### config.mk
export PLATFORM = sky130hd
export DESIGN_NAME = store_monitor
export DESIGN_NICKNAME = d
export VERILOG_FILES = /design/src/rtl/store_monitor.sv
export SDC_FILE = /design/constraint.sdc
export NUM_CORES = 1
export LEC_CHECK = 0
export ABC_AREA = 1
export BUFFER_PORTS_ARGS = -buffer_cell sky130_fd_sc_hd__clkbuf_2
export CAP_MARGIN = 0
export CORE_UTILIZATION = 55
export DETAILED_ROUTE_END_ITERATION = 12
export HOLD_SLACK_MARGIN = 0.06
export PLACE_DENSITY_LB_ADDON = 0.05
export SETUP_SLACK_MARGIN = 0.02
export SLEW_MARGIN = 5
export SYNTH_ARGS = -nofsm -noshare
export SYNTH_HDL_FRONTEND = slang
export SYNTH_SLANG_ARGS = --single-unit
### constraint.sdc
create_clock -name clk -period 6.2 [get_ports clk]
set_input_delay 1.24 -clock clk [delete_from_list [all_inputs] [get_ports clk]]
set_output_delay 1.24 -clock clk [all_outputs]
set_load 0.01 [all_outputs]
### src/rtl/store_monitor.sv
// Store monitor: watches the core's data-memory write port, classifies each
// store as pass / fail / permitted, detects a run timeout, and buffers every
// accepted store record in a first-word-fall-through trace FIFO.
module store_monitor #(
  parameter logic [31:0] PASS_ADDR      = 32'd84,
  parameter logic [31:0] PASS_DATA      = 32'd7,
  parameter logic [31:0] ALLOWED_ADDR   = 32'd80,
  parameter int unsigned TIMEOUT_CYCLES = 20,
  parameter int unsigned FIFO_DEPTH     = 8
) (
  input  logic        clk,
  input  logic        reset,
  input  logic        memwrite,
  input  logic [31:0] dataadr,
  input  logic [31:0] writedata,
  input  logic        trace_ready,
  output logic        trace_valid,
  output logic [31:0] trace_addr,
  output logic [31:0] trace_data,
  output logic        done,
  output logic        pass,
  output logic        fail,
  output logic        timeout,
  output logic [31:0] fail_addr,
  output logic [31:0] fail_data,
  output logic [7:0]  store_count,
  output logic [15:0] cycle_count,
  output logic        overflow
);

  localparam int unsigned PtrW = (FIFO_DEPTH > 1) ? $clog2(FIFO_DEPTH) : 1;
  localparam int unsigned CntW = $clog2(FIFO_DEPTH + 1);
  localparam logic [CntW-1:0] FullCnt = CntW'(FIFO_DEPTH);
  localparam logic [15:0] LastRunCycle = 16'(TIMEOUT_CYCLES - 1);

  typedef enum logic [1:0] {
    StRun,
    StPass,
    StFail,
    StTimeout
  } state_e;

  state_e state;

  // Trace FIFO storage and bookkeeping
  logic [31:0]     addr_mem [FIFO_DEPTH];
  logic [31:0]     data_mem [FIFO_DEPTH];
  logic [PtrW-1:0] wr_ptr;
  logic [PtrW-1:0] rd_ptr;
  logic [CntW-1:0] fifo_cnt;

  logic in_run;
  logic store;
  logic fifo_full;
  logic pop;
  logic push;
  logic drop;
  logic is_pass_store;
  logic is_bad_store;
  logic at_limit;

  // Store qualification, FIFO handshakes and classification
  always_comb begin
    in_run        = (state == StRun);
    store         = in_run & memwrite;
    fifo_full     = (fifo_cnt == FullCnt);
    pop           = trace_valid & trace_ready;
    // A full FIFO still accepts a push when its head leaves on the same edge.
    push          = store & (~fifo_full | pop);
    drop          = store & fifo_full & ~pop;
    is_pass_store = (dataadr == PASS_ADDR) && (writedata == PASS_DATA);
    is_bad_store  = (dataadr != ALLOWED_ADDR);
    at_limit      = (cycle_count == LastRunCycle);
  end

  // Verdict FSM with registered verdict outputs, counters and sticky overflow
  always_ff @(posedge clk or posedge reset) begin
    if (reset) begin
      state       <= StRun;
      done        <= 1'b0;
      pass        <= 1'b0;
      fail        <= 1'b0;
      timeout     <= 1'b0;
      fail_addr   <= '0;
      fail_data   <= '0;
      store_count <= '0;
      cycle_count <= '0;
      overflow    <= 1'b0;
    end else if (state == StRun) begin
      cycle_count <= cycle_count + 16'd1;
      if (drop) begin
        overflow <= 1'b1;
      end
      if (memwrite && (store_count != 8'hFF)) begin
        store_count <= store_count + 8'd1;
      end
      // A terminal store outranks a timeout on the same edge.
      if (memwrite && is_pass_store) begin
        state <= StPass;
        done  <= 1'b1;
        pass  <= 1'b1;
      end else if (memwrite && is_bad_store) begin
        state     <= StFail;
        done      <= 1'b1;
        fail      <= 1'b1;
        fail_addr <= dataadr;
        fail_data <= writedata;
      end else if (at_limit) begin
        state   <= StTimeout;
        done    <= 1'b1;
        timeout <= 1'b1;
      end
    end
  end

  // FIFO pointers and occupancy; pointers wrap naturally (depth is a power of two)
  always_ff @(posedge clk or posedge reset) begin
    if (reset) begin
      wr_ptr   <= '0;
      rd_ptr   <= '0;
      fifo_cnt <= '0;
    end else begin
      if (push) begin
        wr_ptr <= wr_ptr + PtrW'(1);
      end
      if (pop) begin
        rd_ptr <= rd_ptr + PtrW'(1);
      end
      unique case ({push, pop})
        2'b10:   fifo_cnt <= fifo_cnt + CntW'(1);
        2'b01:   fifo_cnt <= fifo_cnt - CntW'(1);
        default: fifo_cnt <= fifo_cnt;
      endcase
    end
  end

  // FIFO storage; contents are never observed while empty, so no reset needed
  always_ff @(posedge clk) begin
    if (push) begin
      addr_mem[wr_ptr] <= dataadr;
      data_mem[wr_ptr] <= writedata;
    end
  end

  // Fall-through head, forced to zero when the FIFO is empty
  always_comb begin
    trace_valid = (fifo_cnt != '0);
    trace_addr  = trace_valid ? addr_mem[rd_ptr] : '0;
    trace_data  = trace_valid ? data_mem[rd_ptr] : '0;
  end

endmodule

==> reports/results.ini <==
[floorplanning]
core-area_um2=44510
io_pins=226
die_y_um=215.0
die_area_um2=46230
fp.dieW_um=215.0
start_util_pct=56.06
rows=77

[timing]
hold_viol=0
setup_violations=0
period_minus_slack_ps=4795
fin_skew_ps=14.09
drv_slew=0
max_slew_margin_pct=21.47
post-route-period-util_pct=77.34
fmax_mhz=208.5
setup_tns_ps=0
worst_pin_slew_ps=1178
worst_slack_ps=1405
grt_setup_unrepaired=no

[pwr]
leakagePower_uw=0.01081
vdd_drop_max_mv=0.4470
p_comb_share_pct=29.3
internal-power_uw=7853
power.density_nw_per_um2=414.3
pwr-share-seq_pct=38.9
swShare_pct=33.71
power.switching_uw=3993
p_clk_share_pct=31.8

[cts]
clockBufferDepth=3
cts_tree=yes
cts_made_buffers=61
cts_sinks=617
cts_setup_buffers=0
insertion_delay_ps=620
clkTransAtPathRegs_ps=60
cts_resized=0
clockRootBuffer=clkbuf_16
cts_hold_buf=0
htreeDepth=2

[place]
port_buffers=225
pre_cts_ws_ps=1714
place_hpwl_mm=32.65
gp_congestion=0.7766

[layout]
fin_util_pct=64.24
fillers=3489
area_growth_pct=14.59
drive_gt1_share_pct=16.41
fin_nets=2372
n_antenna_cell=0

[global_route]
grt_first_pass_wirelength_mm=95.31
grt_pass1_vias=15860
antenna_found_initial=1
grt_usage_pct=26.97
grt_overflow_total=0
grt_max_degree=205

[worst_setup_path]
crit_slowest_cell=inv_6
start_kind=register
crit_top_cell=o21ai_0
rrSetupSlack_ps=3170
critPathCaptureType=primary output
worstPathArrival_ps=3560
worst_path_largest_cell_delay_ps=920
crit_chain=inv_6, buf_4, nor2_1, o21ai_0, o21ai_0, a31oi_1, clkbuf_2
worst-path-max-fanout=158
required_ps=4960
worstSetupPathType=reg2out

[synthesis]
synthFlopType=edfxtp_1
yosys_warnings=0
synth_largest_area_cell=edfxtp_1
synth-edff-count=512
syn_nets=2192
synth_area_um2=24950
syn_avg_cell_area_um2=11.78
ys_types=34
syn_inst=2119
yosysMostFrequentCell=edfxtp_1
netlist_top_cells_area=edfxtp_1 62%, dfrtp_1 11%, nor2_1 7.7%
ys_async_sr_fraction_pct=17.02
synth_commonest_cells=512 x edfxtp_1, 510 x nor2_1, 363 x o21ai_0
synth_seq_cells=617
ys_seq_area_share_pct=72.14
synth_top_area_share_pct=61.61

[routing]
drcViolationCount=0
drt-wirelength-per-cell_um=21.12
drtPass1Iterations=5
drt-total-wl_mm=62.17
ant_nets=0
vias_per_cell=5.681
vias=16730
drt_iter0_markers=1498

[job]
drv_cap=0

[worst_hold_path]
worstHoldPathType=reg2reg

[status]
status=completed

## cell usage in the layout (no fill, tap or decap), drive strengths merged
cell type    n
a21oi        1
a31oi       64
and2         1
buf         26
bufinv       5
clkbuf     317
clkinv      19
dfrtp      105
edfxtp     512
ha           5
inv         47
nand2      215
nand3       21
nand4       70
nor2       515
nor3         5
nor4         1
o21ai      391
o21bai       3
o221ai       1
or2          2
xnor2        5
xor2        21
## state kept, by name (all words and copies together) (netlist names), 3 cells and up
name and count:
wr_ptr 3, cycle_count 16, fifo_cnt 4, data_mem 256
fail_data 32, addr_mem 256, rd_ptr 3, store_count 8
fail_addr 32
## per-layer routing
| layer | track usage [%] | vias to the layer above | wire length (um) |
|---|---|---|---|
| met5 | 0 | - | 0 |
| met4 | 8.085 | 0 | 1316 |
| met3 | 3.411 | 73 | 3753 |
| met2 | 42.17 | 555 | 29090 |
| met1 | 39.92 | 8259 | 28010 |
| li1 | - | 7839 | - |
## critical path: cells and delay by family (launching register included)
kind | cells | cell delay [ps]
flip-flops | 1 | 730
buffers and inverters | 3 | 1510
AO/OA/AOI/OAI | 3 | 470
AND/OR/NAND/NOR | 1 | 70
## power by group through the flow
| stage | logic (uW) | registers (uW) | clock network [uW] |
|---|---|---|---|
| 6_report | 3470 | 4610 | 3760 |
| 5_1_grt | 3870 | 4610 | 3960 |
| 4_1_cts | 3500 | 4610 | 3810 |
| 3_5_place_dp | 3490 | 4700 | 0 |
| 3_3_place_gp | 3430 | 4690 | 0 |
| 2_1_floorplan | 2310 | 4630 | 0 |
## cell type report
cell class / count / area, um2 / area share, %
repair buffers: 251 / 1409 / 4.927
clock buffers: 92 / 1836 / 6.419
well taps: 592 / 740.7 / 2.590
multi-input cells: 1321 / 6172 / 21.58
flip-flops and latches: 617 / 18010 / 62.98
inverters: 47 / 186.4 / 0.6520
clock inverters: 24 / 241.5 / 0.8445
## path summary, 6_finish.rpt
kind | from | endpoint | cells past startpoint
hold reg to reg | fail$_DFFE_PP0P_ | fail$_DFFE_PP0P_ | 2
hold / removal | fail$_DFFE_PP0P_ | fail$_DFFE_PP0P_ | 2
setup / recovery | rd_ptr[0]$_DFFE_PP0P_ | trace_data[7] | 7
min in group asynchronous | reset | fail_addr[21]$_DFFE_PP0P_ | 2
max in group asynchronous | reset | rd_ptr[0]$_DFFE_PP0P_ | 3
setup reg to reg | state[1]$_DFFE_PP0P_ | data_mem[6][8]$_DFFE_PP_ | 7
## logic make-up (layout without fill, tap and decap cells)
family / count (synthesis) / in the layout / share of synthesized area (%)
fa+ha+maj: 5 / 5 / 0.2507
compound gates: 460 / 460 / 9.592
xor+xnor: 26 / 26 / 0.9126
flops: 617 / 617 / 72.14
simple gates: 830 / 830 / 13.65
buf+inv: 181 / 414 / 3.455
## stage by stage
stage               power (uW)  hold slack [ps]  instances  area, um2
floorplan                 6940            492.4       2119      24950
global placement          8128            450.1       2828      26520
detailed placement        8181            450.8       2828      26520
CTS                      11920            466.9       2944      28590
global route             12450            488.3       2944      28590
finish                   11850            463.8       2944      28590
(Power assumes the default switching activity.)
